[src/rtl/decode_stage_ctrl.sv]
`default_nettype none
// ============================================================================
// Module   : decode_stage_ctrl
// Purpose  : Registered MIPS decode stage. Decodes the fetched word into the
//            execute control bundle and holds it in the ID/EX register.
//            Provides valid/ready handshaking toward fetch and execute,
//            load-use stalls against a LOAD_LAT-deep load scoreboard, flush
//            handling and sticky HALT sequencing.
// Ports    : CLK, nRST (async, active low)
//            if_valid/if_instr/if_pc -> id_ready   : fetch side handshake
//            flush                                 : taken branch/jump in EX
//            ex_ready -> ex_valid + ex_* fields    : ID/EX register contents
//            halt                                  : sticky, HALT accepted by EX
// Config   : `define BRANCH_DELAY_SLOT_EN makes the instruction in decode when
//            flush rises a delay slot; the following decode-slot word is
//            killed instead.
// Revision : 1.0 - initial release
// ============================================================================
module decode_stage_ctrl #(
   parameter int PC_W     = 32,
   parameter int LOAD_LAT = 1,
   parameter int REG_AW   = 5
) (
   input  logic              CLK,
   input  logic              nRST,
   input  logic              if_valid,
   input  logic [31:0]       if_instr,
   input  logic [PC_W-1:0]   if_pc,
   output logic              id_ready,
   input  logic              flush,
   input  logic              ex_ready,
   output logic              ex_valid,
   output logic [PC_W-1:0]   ex_pc,
   output logic [REG_AW-1:0] ex_rs,
   output logic [REG_AW-1:0] ex_rt,
   output logic [REG_AW-1:0] ex_wsel,
   output logic [4:0]        ex_shamt,
   output logic [31:0]       ex_imm32,
   output logic [25:0]       ex_imm26,
   output logic [3:0]        ex_alu_ctr,
   output logic [1:0]        ex_alu_src,
   output logic              ex_reg_wr,
   output logic              ex_mem_rd,
   output logic              ex_mem_wr,
   output logic [1:0]        ex_mem_to_reg,
   output logic              ex_jump,
   output logic              ex_branch,
   output logic              ex_branch_neq,
   output logic              ex_jr,
   output logic              halt
);

   // Opcode encodings (cpu_types_pkg compatible)
   localparam logic [5:0] c_OP_RTYPE = 6'h00;
   localparam logic [5:0] c_OP_J     = 6'h02;
   localparam logic [5:0] c_OP_JAL   = 6'h03;
   localparam logic [5:0] c_OP_BEQ   = 6'h04;
   localparam logic [5:0] c_OP_BNE   = 6'h05;
   localparam logic [5:0] c_OP_ADDI  = 6'h08;
   localparam logic [5:0] c_OP_ADDIU = 6'h09;
   localparam logic [5:0] c_OP_SLTI  = 6'h0A;
   localparam logic [5:0] c_OP_SLTIU = 6'h0B;
   localparam logic [5:0] c_OP_ANDI  = 6'h0C;
   localparam logic [5:0] c_OP_ORI   = 6'h0D;
   localparam logic [5:0] c_OP_XORI  = 6'h0E;
   localparam logic [5:0] c_OP_LUI   = 6'h0F;
   localparam logic [5:0] c_OP_LW    = 6'h23;
   localparam logic [5:0] c_OP_SW    = 6'h2B;
   localparam logic [5:0] c_OP_HALT  = 6'h3F;

   // Function encodings
   localparam logic [5:0] c_FN_SLL  = 6'h00;
   localparam logic [5:0] c_FN_SRL  = 6'h02;
   localparam logic [5:0] c_FN_JR   = 6'h08;
   localparam logic [5:0] c_FN_ADD  = 6'h20;
   localparam logic [5:0] c_FN_ADDU = 6'h21;
   localparam logic [5:0] c_FN_SUB  = 6'h22;
   localparam logic [5:0] c_FN_SUBU = 6'h23;
   localparam logic [5:0] c_FN_AND  = 6'h24;
   localparam logic [5:0] c_FN_OR   = 6'h25;
   localparam logic [5:0] c_FN_XOR  = 6'h26;
   localparam logic [5:0] c_FN_NOR  = 6'h27;
   localparam logic [5:0] c_FN_SLT  = 6'h2A;
   localparam logic [5:0] c_FN_SLTU = 6'h2B;

   // aluop_t encodings
   localparam logic [3:0] c_ALU_SLL  = 4'b0000;
   localparam logic [3:0] c_ALU_SRL  = 4'b0001;
   localparam logic [3:0] c_ALU_ADD  = 4'b0010;
   localparam logic [3:0] c_ALU_SUB  = 4'b0011;
   localparam logic [3:0] c_ALU_AND  = 4'b0100;
   localparam logic [3:0] c_ALU_OR   = 4'b0101;
   localparam logic [3:0] c_ALU_XOR  = 4'b0110;
   localparam logic [3:0] c_ALU_NOR  = 4'b0111;
   localparam logic [3:0] c_ALU_SLT  = 4'b1010;
   localparam logic [3:0] c_ALU_SLTU = 4'b1011;

   // ID/EX register contents; an all-zero value is a bubble.
   typedef struct packed {
      logic              valid;
      logic [PC_W-1:0]   pc;
      logic [REG_AW-1:0] rs;
      logic [REG_AW-1:0] rt;
      logic [REG_AW-1:0] wsel;
      logic [4:0]        shamt;
      logic [31:0]       imm32;
      logic [25:0]       imm26;
      logic [3:0]        alu_ctr;
      logic [1:0]        alu_src;
      logic              reg_wr;
      logic              mem_rd;
      logic              mem_wr;
      logic [1:0]        mem_to_reg;
      logic              jump;
      logic              branch;
      logic              branch_neq;
      logic              jr;
      logic              is_halt;
   } idex_t;

   idex_t                          r_idex;
   idex_t                          w_dec;
   logic [LOAD_LAT-1:0]            r_sb_v;
   logic [LOAD_LAT-1:0][REG_AW-1:0] r_sb_reg;
   logic [LOAD_LAT-1:0]            w_sb_v_nxt;
   logic [LOAD_LAT-1:0][REG_AW-1:0] w_sb_reg_nxt;
   logic                           w_sb_in_v;
   logic                           r_halted;
   logic                           r_halt;
   logic                           w_adv;
   logic                           w_kill;
   logic                           w_stall;
   logic                           w_hit;
   logic                           w_issue;
   logic                           w_use_rs;
   logic                           w_use_rt;
   logic [5:0]                     w_op;
   logic [5:0]                     w_fn;

   assign w_op = if_instr[31:26];
   assign w_fn = if_instr[5:0];

   // ------------------------------------------------------------------------
   // Instruction decode
   // ------------------------------------------------------------------------
   always_comb begin
      w_dec         = '0;
      w_dec.valid   = 1'b1;
      w_dec.pc      = if_pc;
      w_dec.rs      = REG_AW'(if_instr[25:21]);
      w_dec.rt      = REG_AW'(if_instr[20:16]);
      w_dec.wsel    = REG_AW'(if_instr[20:16]);
      w_dec.shamt   = if_instr[10:6];
      w_dec.imm32   = {{16{if_instr[15]}}, if_instr[15:0]};
      w_dec.imm26   = if_instr[25:0];
      w_dec.alu_ctr = c_ALU_ADD;
      case (w_op)
         c_OP_RTYPE: begin
            w_dec.wsel   = REG_AW'(if_instr[15:11]);
            w_dec.reg_wr = 1'b1;
            case (w_fn)
               c_FN_SLL:            begin w_dec.alu_ctr = c_ALU_SLL; w_dec.alu_src = 2'd1; end
               c_FN_SRL:            begin w_dec.alu_ctr = c_ALU_SRL; w_dec.alu_src = 2'd1; end
               c_FN_JR:             begin w_dec.jr = 1'b1; w_dec.reg_wr = 1'b0; end
               c_FN_ADD, c_FN_ADDU: w_dec.alu_ctr = c_ALU_ADD;
               c_FN_SUB, c_FN_SUBU: w_dec.alu_ctr = c_ALU_SUB;
               c_FN_AND:            w_dec.alu_ctr = c_ALU_AND;
               c_FN_OR:             w_dec.alu_ctr = c_ALU_OR;
               c_FN_XOR:            w_dec.alu_ctr = c_ALU_XOR;
               c_FN_NOR:            w_dec.alu_ctr = c_ALU_NOR;
               c_FN_SLT:            w_dec.alu_ctr = c_ALU_SLT;
               c_FN_SLTU:           w_dec.alu_ctr = c_ALU_SLTU;
               default:             w_dec.reg_wr  = 1'b0;
            endcase
         end
         c_OP_J:   w_dec.jump = 1'b1;
         c_OP_JAL: begin
            w_dec.jump       = 1'b1;
            w_dec.wsel       = REG_AW'(5'd31);
            w_dec.reg_wr     = 1'b1;
            w_dec.mem_to_reg = 2'd2;
         end
         c_OP_BEQ: begin w_dec.branch = 1'b1; w_dec.alu_ctr = c_ALU_SUB; end
         c_OP_BNE: begin
            w_dec.branch     = 1'b1;
            w_dec.branch_neq = 1'b1;
            w_dec.alu_ctr    = c_ALU_SUB;
         end
         c_OP_ADDI, c_OP_ADDIU: begin w_dec.alu_src = 2'd1; w_dec.reg_wr = 1'b1; end
         c_OP_SLTI: begin
            w_dec.alu_ctr = c_ALU_SLT;  w_dec.alu_src = 2'd1; w_dec.reg_wr = 1'b1;
         end
         c_OP_SLTIU: begin
            w_dec.alu_ctr = c_ALU_SLTU; w_dec.alu_src = 2'd1; w_dec.reg_wr = 1'b1;
         end
         c_OP_ANDI, c_OP_ORI, c_OP_XORI: begin
            w_dec.imm32   = {16'h0, if_instr[15:0]};
            w_dec.alu_src = 2'd1;
            w_dec.reg_wr  = 1'b1;
            w_dec.alu_ctr = (w_op == c_OP_ANDI) ? c_ALU_AND :
                            (w_op == c_OP_ORI)  ? c_ALU_OR  : c_ALU_XOR;
         end
         c_OP_LUI: begin
            w_dec.imm32   = {if_instr[15:0], 16'h0};
            w_dec.alu_src = 2'd2;
            w_dec.reg_wr  = 1'b1;
         end
         c_OP_LW: begin
            w_dec.alu_src    = 2'd1;
            w_dec.mem_rd     = 1'b1;
            w_dec.reg_wr     = 1'b1;
            w_dec.mem_to_reg = 2'd1;
         end
         c_OP_SW:   begin w_dec.alu_src = 2'd1; w_dec.mem_wr = 1'b1; end
         c_OP_HALT: w_dec.is_halt = 1'b1;
         default:   ;
      endcase
      // $0 is hard-wired, so a write to it is dropped at decode; this also
      // makes the all-zero word (sll $0) a harmless valid instruction.
      if (w_dec.wsel == '0) w_dec.reg_wr = 1'b0;
   end

   // ------------------------------------------------------------------------
   // Hazard detection against in-flight loads
   // ------------------------------------------------------------------------
   assign w_use_rs = !(w_op == c_OP_J || w_op == c_OP_JAL ||
                       w_op == c_OP_LUI || w_op == c_OP_HALT);
   assign w_use_rt = (w_op == c_OP_RTYPE) || (w_op == c_OP_BEQ) ||
                     (w_op == c_OP_BNE)   || (w_op == c_OP_SW);

   always_comb begin
      w_hit = 1'b0;
      for (int i = 0; i < LOAD_LAT; i++) begin
         if (r_sb_v[i] && (r_sb_reg[i] != '0)) begin
            if (w_use_rs && (w_dec.rs == r_sb_reg[i])) w_hit = 1'b1;
            if (w_use_rt && (w_dec.rt == r_sb_reg[i])) w_hit = 1'b1;
         end
      end
   end

   assign w_stall = if_valid & w_hit;

   // ------------------------------------------------------------------------
   // Flush / kill
   // ------------------------------------------------------------------------
`ifdef BRANCH_DELAY_SLOT_EN
   // The word in decode when flush rises is the delay slot and proceeds; the
   // pending bit kills the next word fetch presents.
   logic r_flush_pend;
   assign w_kill = r_flush_pend;

   always_ff @(posedge CLK or negedge nRST) begin
      if (!nRST)                       r_flush_pend <= 1'b0;
      else if (flush)                  r_flush_pend <= 1'b1;
      else if (r_flush_pend && if_valid) r_flush_pend <= 1'b0;
   end
`else
   assign w_kill = flush;
`endif

   // ------------------------------------------------------------------------
   // Handshake
   // ------------------------------------------------------------------------
   assign w_adv    = ex_ready | ~r_idex.valid;
   // A kill must let fetch discard its word immediately, even over a stall.
   assign id_ready = w_kill | (w_adv & ~w_stall & ~r_halted);
   assign w_issue  = if_valid & id_ready & ~w_kill;

   // ------------------------------------------------------------------------
   // Scoreboard shift: new entry enters at index 0
   // ------------------------------------------------------------------------
   assign w_sb_in_v = w_issue & (w_op == c_OP_LW) & (w_dec.wsel != '0);

   generate
      if (LOAD_LAT > 1) begin : g_sb_deep
         assign w_sb_v_nxt   = {r_sb_v[LOAD_LAT-2:0], w_sb_in_v};
         assign w_sb_reg_nxt = {r_sb_reg[LOAD_LAT-2:0], w_dec.wsel};
      end else begin : g_sb_single
         assign w_sb_v_nxt   = w_sb_in_v;
         assign w_sb_reg_nxt = w_dec.wsel;
      end
   endgenerate

   // ------------------------------------------------------------------------
   // ID/EX register, scoreboard and halt state
   // ------------------------------------------------------------------------
   always_ff @(posedge CLK or negedge nRST) begin
      if (!nRST) begin
         r_idex   <= '0;
         r_sb_v   <= '0;
         r_sb_reg <= '0;
         r_halted <= 1'b0;
         r_halt   <= 1'b0;
      end else begin
         if (w_adv) begin
            r_idex   <= w_issue ? w_dec : '0;
            r_sb_v   <= w_sb_v_nxt;
            r_sb_reg <= w_sb_reg_nxt;
         end
         if (w_issue && w_dec.is_halt) r_halted <= 1'b1;
         if (r_idex.valid && ex_ready && r_idex.is_halt) r_halt <= 1'b1;
      end
   end

   // halt is visible in the very cycle EX accepts HALT, then held sticky.
   assign halt = r_halt | (r_idex.valid & ex_ready & r_idex.is_halt);

   assign ex_valid      = r_idex.valid;
   assign ex_pc         = r_idex.pc;
   assign ex_rs         = r_idex.rs;
   assign ex_rt         = r_idex.rt;
   assign ex_wsel       = r_idex.wsel;
   assign ex_shamt      = r_idex.shamt;
   assign ex_imm32      = r_idex.imm32;
   assign ex_imm26      = r_idex.imm26;
   assign ex_alu_ctr    = r_idex.alu_ctr;
   assign ex_alu_src    = r_idex.alu_src;
   assign ex_reg_wr     = r_idex.reg_wr;
   assign ex_mem_rd     = r_idex.mem_rd;
   assign ex_mem_wr     = r_idex.mem_wr;
   assign ex_mem_to_reg = r_idex.mem_to_reg;
   assign ex_jump       = r_idex.jump;
   assign ex_branch     = r_idex.branch;
   assign ex_branch_neq = r_idex.branch_neq;
   assign ex_jr         = r_idex.jr;

endmodule
`default_nettype wire

[config.mk]
export PLATFORM = sky130hd
export DESIGN_NAME = decode_stage_ctrl
export DESIGN_NICKNAME = d
export VERILOG_FILES = /design/src/rtl/decode_stage_ctrl.sv
export SDC_FILE = /design/constraint.sdc
export NUM_CORES = 1
export LEC_CHECK = 0
export ABC_AREA = 1
export BUFFER_PORTS_ARGS = -buffer_cell sky130_fd_sc_hd__buf_4
export CAP_MARGIN = 20
export CORE_ASPECT_RATIO = 0.6
export CORE_MARGIN = 5
export CORE_UTILIZATION = 40
export CTS_CLUSTER_SIZE = 25
export DETAILED_ROUTE_END_ITERATION = 16
export GPL_TIMING_DRIVEN = 1
export PLACE_DENSITY = 0.75
export SLEW_MARGIN = 20
export SYNTH_ARGS = -nofsm -noshare
export SYNTH_HDL_FRONTEND = slang
export SYNTH_SLANG_ARGS = --single-unit
[constraint.sdc]
create_clock -name CLK -period 1.35 [get_ports CLK]
set_input_delay 0.135 -clock CLK [delete_from_list [all_inputs] [get_ports CLK]]
set_output_delay 0.135 -clock CLK [all_outputs]
set_load 0.01 [all_outputs]
== Word-level counts from Yosys, hierarchy flattened ==
Index checks and enable logic that the tools add are counted.

* Register bits after elaboration: 135
* Bits of input ports: 69
* Output and inout bits: 128
* Word-level logic and storage cells: 118

* Eq/ne operators: 29
* Muxes and demuxes: 24
* Bitwise gates (word level): 16
* Reduce and logical (&&, ||, !) cells: 26

{| class="wikitable"
|+ Operator list
! operator !! number
|-
| 2-to-1 mux 127 bit || 1
|-
| equality test 6 bit, second input constant || 13
|-
| one-hot mux 32 bit (2 select lines) || 1
|-
| equality test 6 x 4 -> 1 bit, second input constant || 9
|-
| one-hot mux 4 bit (9 select lines) || 1
|-
| one-hot mux 4 bit (5 select lines) || 1
|-
| equality test 6 x 2 -> 1 bit, second input constant || 3
|-
| 2-to-1 mux 1 bit || 14
|-
| equality test 6 x 3 -> 1 bit, second input constant || 2
|-
| logical NOT 6 bit || 2
|-
| OR reduction 12 bit || 1
|-
| equality test 5 bit || 2
|-
| one-hot mux 5 bit (2 select lines) || 1
|-
| nonzero test 5 bit || 2
|-
| OR reduction 10 bit || 1
|-
| bitwise AND 1 bit || 9
|-
| OR reduction 9 bit || 1
|-
| OR reduction 2 bit || 4
|-
| logical AND 1 bit || 6
|-
| logical OR 1 bit || 6
|-
| one-hot mux 2 bit (3 select lines) || 1
|-
| logical NOT 5 bit || 1
|-
| 2-to-1 mux 2 bit || 2
|-
| NOT 1 bit || 4
|-
| 5 further kinds || 7
|}

== Longest topological paths before layout ==
Gate-level depths: netlist of the first run.

* Depth in word-level cells: 18
* Mapped depth: 13
* Mapped depth without buffers: 11

== Worst setup path after synthesis of the first run ==
No wires, ideal clock.

* Path kind: register to register
* Start point: reg r_idex, in the netlist ex_valid
* End point: reg r_idex, in the netlist ex_branch
* Library setup time: 0.076 ns
* Data arrival time: 1.359 ns
* Required time: 1.274 ns
* Slack: -0.086 ns
* Stages on the path, launching flop included: 7
* Buffers on the path: 2
* Period minus slack after synthesis: 1.436 ns
* Cell sequence: dfrtp_1 inv_1 nor2_1 clkbuf_1 clkbuf_1 nand2_1 o21ai_1

* Word-level cells in the longest chain between the ends: 8

{| class="wikitable"
|+ Ends and longest elaborated chain
! what !! RTL line !! RTL
|-
| start, declared || 121 || <nowiki>idex_t r_idex;</nowiki>
|-
| start signal, assigned || 296 || <nowiki>r_idex <= w_issue ? w_dec : '0;</nowiki>
|-
| NOT 1 bit * || 264 || <nowiki>assign w_adv = ex_ready | ~r_idex.valid;</nowiki>
|-
| bitwise OR 1 bit * || 264 ||
|-
| bitwise AND 1 bit (2 in a row) || 266 || <nowiki>assign id_ready = w_kill | (w_adv & ~w_stall & ~r_halted);</nowiki>
|-
| bitwise OR 1 bit || 266 ||
|-
| bitwise AND 1 bit (2 in a row) || 267 || <nowiki>assign w_issue = if_valid & id_ready & ~w_kill;</nowiki>
|-
| 2-to-1 mux 127 bit || 296 ||
|}

Mark *: on every way between the ends. The rest lies on a longest branch, timed or not.
A chain may end at the register's enable or synchronous reset.

== Final worst setup path of the first run ==
* Start point: reg r_sb_reg[1] in the netlist's numbering
* End point: reg r_idex, in the netlist ex_pc[9]

* Word-level cells in the longest chain between the ends: 13
* Elaborated cells between the ends (all ways): 17
* Those cells by class: eq/ne: 2; mux: 4; bitwise: 7; reduce/logical: 4

{| class="wikitable"
|+ Ends and longest elaborated chain
! what !! RTL line !! RTL
|-
| start, declared || 124 || <nowiki>logic [LOAD_LAT-1:0][REG_AW-1:0] r_sb_reg;</nowiki>
|-
| start signal, assigned || 298 || <nowiki>r_sb_reg <= w_sb_reg_nxt;</nowiki>
|-
| equality test 5 bit || 235 || <nowiki>if (w_use_rs && (w_dec.rs == r_sb_reg[i])) w_hit = 1'b1;</nowiki>
|-
| logical AND 1 bit || 235 ||
|-
| 2-to-1 mux 1 bit || 235 ||
|-
| 2-to-1 mux 1 bit || 236 || <nowiki>if (w_use_rt && (w_dec.rt == r_sb_reg[i])) w_hit = 1'b1;</nowiki>
|-
| 2-to-1 mux 1 bit * || 234 || <nowiki>if (r_sb_v[i] && (r_sb_reg[i] != '0)) begin</nowiki>
|-
| bitwise AND 1 bit * || 241 || <nowiki>assign w_stall = if_valid & w_hit;</nowiki>
|-
| NOT 1 bit * || 266 ||
|-
| bitwise AND 1 bit * (2 in a row) || 266 ||
|-
| bitwise OR 1 bit * || 266 ||
|-
| bitwise AND 1 bit * (2 in a row) || 267 ||
|-
| 2-to-1 mux 127 bit * || 296 ||
|}

Marked as above.

==> impl_metrics.csv, run 1 <==
group,metric,value,unit
routing,wl_per_cell,17.9,um
sta,fin_crit_sh,1.53,
logic_synthesis,netlist_area,0.00622,sq mm
critical_path,critPathSlowestCell,"dfrtp_1",
power,clockPowerShare,0.441,
critical_path,cp.buffers_inverters,7,
grt,grt_max_degree,70,
logic_synthesis,synth_cell_type_count,29,
routing,route.met3.wl,2.25,mm
power,p_sw_frac,0.270,
die,dieArea,0.0182,sq mm
die,ioPinCount,197,
logic_synthesis,async_reset_ff_frac,1.00,
sta,max_freq,485,MHz
sta,worstMarginPinSlew,0.430,ns
routing,wl_met1,9.62,mm
clocking,cts_tree,"yes",
sta,finalHoldViolCount,0,
placement,dp.cells,1067,
run_status,outcome,"finished, violations left",
logic_synthesis,ys_seq_area_frac,0.483,
critical_path,crit_chain,"inv_2, buf_6, nand4_1, o211ai_1, inv_1, nand2_2, buf_4, nand3_4, buf_12, buf_12, buf_16, o21ai_4",
die,fp.dieW,171,um
critical_path,cp_top_family,"buffers and inverters",
logic_synthesis,yosys_warnings,0,
sta,relSlewSlack,0.712,
grt,antenna_found_initial,0,
die,die_h,107,um
logic_synthesis,yosysTopAreaCell,"dfrtp_1",
critical_path,worst_setup_path_end_kind,"flip-flop",
layout,n_fill_cell,1275,
die,core_area,0.0153,sq mm
clocking,htree_levels,4,
sta,fin_ws,-0.713,ns
power,power_per_cell_area,1130,mW/mm^2
layout,area_growth,49.7,%
placement,port-buffer-count,196,
routing,via_per_inst,4.88,
sta,finalClockSkew,0.0113,ns
routing,route.vias.total,5701,
clocking,path_clk_slew,0.06,ns
logic_synthesis,ys_ff_latch,120,
clocking,clock-sinks,120,
layout,final_layout_size_suffix_gt1_frac,0.393,
sta,fin_crit,2.06,ns
logic_synthesis,synth_area_leaders,"dfrtp_1 (48%), buf_4 (14%), nand2_1 (9.8%)",
layout,diodes,0,
critical_path,r2r_slack,-0.71,ns
routing,highest_layer,"met4",
power,p_leak,4.84,nW
critical_path,start_kind,"flip-flop",
placement,hpwlAfterDp,13.6,mm
critical_path,critPathMaxFanout,6,
run,cap_violations,0,
layout,stdcell_count,1169,
grt,grt_use_total,0.228,
layout,fin_util,0.609,
sta,slew_viol_final,0,
sta,rsz0062_at_grt,"yes",
sta,finalSetupViolations,116,
critical_path,crit_arrival,2.40,ns
logic_synthesis,synthFlopType,"dfrtp_1",
die,rows,35,
routing,route.detailed.drc,0,
logic_synthesis,synth_area_per_cell,8.37,sq um
logic_synthesis,synth_fp_nets,812,
layout,nets,1022,
routing,drt_first_pass_iters,6,
placement,gp_congestion,0.880,
die,start_util,0.407,
run_status,failed_checks,"negative setup slack",
grt,first_global_vias,5802,
critical_path,criticalPathCategory,"flip-flop to flip-flop",
power,max-vdd-ir-drop,611,uV
clocking,cts-root-buf,"clkbuf_16",
routing,ant_nets,0,
logic_synthesis,synth_edf_count,0,
power,power.switching,2.84,mW
clocking,numCtsBuffers,17,
routing,routed_wl,21.0,mm
logic_synthesis,synth_cells,743,
grt,grt_overflow,0,
critical_path,worstPathRequired,1.69,ns
power,comb_power_share,0.186,
power,cell_internal_pwr,7.70,mW
routing,drt_iter0_drc,473,
hold_path,hp-class,"primary input to flip-flop",
grt,grt_pass1_wl,31.9,mm
routing,wl_met2,8.83,mm
power,p_seq_frac,0.373,
clocking,clock_latency,0.41,ns
logic_synthesis,netlist.area_leader.share,0.483,
critical_path,cpMostUsedCell,"buf_12",
clocking,cts_buffer_depth,2,
critical_path,max_stage_delay,0.43,ns
layout make-up:
cell class	count	area [sq um]	area share
Clock buffer	21	470	0.0505
Clock inverter	11	138	0.0148
Inverter	81	304	0.0326
Multi-Input combinational cell	392	2000	0.215
Sequential cell	120	3000	0.322
Tap cell	203	254	0.0273
Timing Repair Buffer	341	3140	0.337
what timing repair did:
item                                   4_1_cts  5_1_grt
pin swaps                                    6        7
resized for setup                           64       25
cloned                                      13        1
setup endpoints to repair                  116      121
endpoints found under the hold margin       81        0
buffers inserted                            14        5
hold buffers                                39        0
per-layer routing:
layer,track usage,up-vias
met1,0.327,2706
li1,-,2705
met3,0.0870,25
met4,0.0588,0
met2,0.325,265
met5,0,-
through the flow:
step	power [mW]	setup slack (ns)	area [sq um]	hold slack, ns	TNS (ns)
detailed placement	5.47	-0.305	7510	0.0903	-27.45
CTS	10.5	-0.631	9160	0.000411	-49.44
global route	10.9	-0.750	9310	0.00684	-74.60
floorplan	4.81	-0.0525	6230	-0.161	-4.51
global placement	5.45	-0.273	7510	0.0887	-23.81
finish	10.5	-0.713	9310	0.0150	-70.25
worst paths after layout:
kind | depth (start not counted) | end | start
min | 2 | r_halt$_DFFE_PN0P_ | ex_ready
max | 12 | ex_pc[9]$_DFFE_PN0N_ | r_sb_reg[1]$_DFFE_PN0N_
min reg2reg | 2 | ex_pc[27]$_DFFE_PN0N_ | ex_pc[27]$_DFFE_PN0N_
max reg2reg | 12 | ex_pc[9]$_DFFE_PN0N_ | r_sb_reg[1]$_DFFE_PN0N_
max in group asynchronous | 3 | ex_pc[21]$_DFFE_PN0N_ | nRST
min in group asynchronous | 2 | ex_wsel[4]$_DFFE_PN0N_ | nRST
cell usage after synthesis, types with 2 or more instances:
library cell  instances
o211ai_1             17
inv_1                80
clkbuf_1             19
nand4_1               5
dfrtp_1             120
nor2_2                2
a21oi_1               3
nand3_1              20
o21bai_1              2
nor2_1               28
buf_4               119
o21ai_1              90
buf_6                10
a31o_2                2
o21ai_0              44
buf_2                 3
nand2_1             162
o22ai_1               5
a31oi_1               2
kinds of logic (layout without fill, tap and decap cells):
kind of cell / after synthesis / in the layout / share of synthesized area
DFF: 120 / 120 / 0.483
AOI/OAI and AO/OA: 169 / 169 / 0.148
buffers and inverters: 232 / 454 / 0.225
and+or+nand+nor: 221 / 222 / 0.143
xor gates and xnor gates: 1 / 1 / 0.00141
cells in the final DEF, fill, tap and decap left out, types with 5 or more instances in the layout:
cell type	count
inv_1	78
buf_4	262
o22ai_1	5
o21ai_0	25
dlygate4sd3_1	39
o21ai_2	27
buf_6	12
clkbuf_16	18
nand2_2	7
o21ai_1	81
nand2_1	156
o211ai_1	17
dfrtp_1	120
nor2_1	27
clkinv_4	5
buf_16	12
nand3_1	20
buf_12	14
nand4_1	5
power by group through the flow:
stage               Clock, mW  Combinational [mW]  Sequential (mW)
CTS                      4.72                1.89             3.92
detailed placement          0                1.49             3.98
floorplan                   0               0.864             3.95
global route             4.88                2.11             3.95
finish                   4.65                1.96             3.93
global placement            0                1.47             3.98
Note: power is estimated with default switching activity, not from simulation.
==> inputs of run 2 (changes only) <==
--- a/config.mk
+++ b/config.mk
@@ -15,6 +15,7 @@
 export DETAILED_ROUTE_END_ITERATION = 16
 export GPL_TIMING_DRIVEN = 1
 export PLACE_DENSITY = 0.75
+export RECOVER_POWER = 100
 export SLEW_MARGIN = 20
 export SYNTH_ARGS = -nofsm -noshare
 export SYNTH_HDL_FRONTEND = slang
==> impl_metrics.csv, run 2 (same netlist as run 1, synthesis figures left out) <==
group,metric,value,unit
run_status,outcome,"finished, violations left",
run_status,failed_checks,"negative setup slack",
critical_path,criticalPathCategory,"flip-flop to flip-flop",
sta,rsz0062_at_grt,"yes",
hold_path,min_from,"ex_ready",
die,die_h,107,um
hold_path,hp-class,"primary input to flip-flop",
run,cap_violations,0,
power,p_sw_frac,0.273,
layout,area_growth,41.6,%
clocking,cts-root-buf,"clkbuf_16",
sta,slew_viol_final,0,
power,max-vdd-ir-drop,613,uV
critical_path,cpMostUsedCell,"buf_12",
critical_path,crit_start,"r_sb_reg[1]$_DFFE_PN0N_",
critical_path,critPathSlowestCell,"dfrtp_1",
routing,route.detailed.drc,0,
critical_path,max_stage_delay,0.43,ns
critical_path,critPathMaxFanout,6,
layout,stdcell_count,1169,
critical_path,worst_setup_path_end_kind,"flip-flop",
hold_path,hold_path_end,"r_halt$_DFFE_PN0P_",
routing,drt_iter0_drc,457,
placement,port-buffer-count,196,
routing,wl_per_cell,17.9,um
sta,worstMarginPinSlew,0.605,ns
critical_path,crit_arrival,2.40,ns
clocking,clock-sinks,120,
routing,routed_wl,21.0,mm
sta,finalSetupViolations,116,
power,cell_internal_pwr,7.52,mW
die,start_util,0.407,
critical_path,crit_chain,"inv_2, buf_6, nand4_1, o211ai_1, inv_1, nand2_2, buf_4, nand3_4, buf_12, buf_12, buf_16, o21ai_4",
power,p_total,10.4,mW
die,dieArea,0.0182,sq mm
placement,gp_congestion,0.880,
routing,drt_first_pass_iters,6,
grt,first_global_vias,5802,
die,ioPinCount,197,
power,power.switching,2.83,mW
routing,wl_met2,8.73,mm
layout,diodes,0,
clocking,path_clk_slew,0.06,ns
die,fp.dieW,171,um
grt,grt_max_degree,70,
routing,route.vias.total,5694,
critical_path,rr_worst_depth,12,
hold_path,hold_depth,2,
critical_path,worstPathRequired,1.69,ns
critical_path,r2r_slack,-0.71,ns
grt,grt_overflow,0,
grt,grt_pass1_wl,31.9,mm
clocking,cts_tree,"yes",
grt,grt_use_total,0.228,
clocking,htree_levels,4,
sta,fin_crit_sh,1.52,
routing,route.met3.wl,2.40,mm
layout,final_common_cell,"nand2_1",
power,p_leak,4.31,nW
layout,nets,1022,
routing,wl_met1,9.53,mm
die,rows,35,
routing,ant_nets,0,
critical_path,start_kind,"flip-flop",
power,power_per_cell_area,1180,mW/mm^2
sta,relSlewSlack,0.596,
clocking,clock_latency,0.41,ns
placement,hpwlAfterDp,13.6,mm
die,core_area,0.0153,sq mm
clocking,cts_buffer_depth,2,
sta,finalClockSkew,0.0111,ns
critical_path,rr_startpoint,"r_sb_reg[1]$_DFFE_PN0N_",
placement,dp.cells,1067,
routing,highest_layer,"met4",
power,clockPowerShare,0.448,
grt,antenna_found_initial,0,
sta,fin_ws,-0.708,ns
power,comb_power_share,0.173,
layout,final_cell_mix,"nand2_1 (156), buf_4 (135), clkbuf_1 (128), dfrtp_1 (120), o21ai_1 (81)",
routing,via_per_inst,4.87,
sta,max_freq,486,MHz
sta,finalHoldViolCount,0,
layout,final_layout_size_suffix_gt1_frac,0.262,
sta,fin_crit,2.06,ns
critical_path,reg2reg_to,"ex_pc[9]$_DFFE_PN0N_",
power,p_seq_frac,0.379,
clocking,numCtsBuffers,17,
[run 2: cell count changes in the layout (fill, tap and decap cells not counted)]
cell      change
clkbuf_2      +1
buf_4       -127
buf_6         +1
clkbuf_4      +1
clkbuf_1    +127
buf_12        -2
buf_8         -1
[run 2: power by group through the flow]
stage | Combinational (mW) | Clock (mW) | Sequential, mW
3_3_place_gp | 1.47 | 0 | 3.98
5_1_grt | 1.94 | 4.88 | 3.95
6_report | 1.79 | 4.64 | 3.92
2_1_floorplan | 0.864 | 0 | 3.95
4_1_cts | 1.89 | 4.72 | 3.92
3_5_place_dp | 1.49 | 0 | 3.98
[run 2: timing repair]
action / 4_1_cts / 5_1_grt
buffers inserted: 14 / 5
gates cloned: 13 / 1
endpoints found under the setup margin: 116 / 121
resized for setup: 64 / 25
hold buffers: 39 / 0
endpoints found under the hold margin: 81 / 0
pin swaps: 6 / 7
[run 2: metal layers]
layer,GRT usage,vias to the layer above
li1,-,2713
met1,0.327,2693
met2,0.325,260
met3,0.0870,28
met4,0.0588,0
met5,0,-
[run 2: layout make-up]
type	instances	area [sq um]
clock buffers	21	470
clock inverters	11	138
fillers	1417	6480
inverters	81	304
multi-input cells	392	2000
flip-flops and latches	120	3000
well taps	203	254
repair buffers	341	2640
[run 2: how the worst max path moves through the flow]
stage                                   endpoint  cells past startpoint
after floorplan           ex_wsel[0]$_DFFE_PN0N_                     13
after global placement        r_sb_v$_DFFE_PN0N_                     10
after detailed placement   ex_reg_wr$_DFFE_PN0N_                     10
after CTS                               id_ready                     12
after global routing                    id_ready                     12
final                       ex_pc[9]$_DFFE_PN0N_                     12
[run 2: critical path: cells and delay by family, from the launching register on]
kind | cells | cell delay [ns]
AOI/OAI and AO/OA | 2 | 0.35
buffers and inverters | 7 | 0.88
DFF | 1 | 0.43
and+or+nand+nor | 3 | 0.33
[run 2: per-stage QoR]
step                setup WS (ns)  utilization  instance area [sq um]  hold WS [ns]  setup TNS (ns)
floorplan                 -0.0525            -                   6230        -0.161           -4.51
global placement           -0.273        0.491                   7510        0.0887          -23.81
detailed placement         -0.305        0.491                   7510        0.0903          -27.45
CTS                        -0.631        0.600                   9160      0.000411          -49.44
global route               -0.750        0.576                   8800       0.00684          -74.66
finish                     -0.708        0.576                   8800        0.0160          -69.60
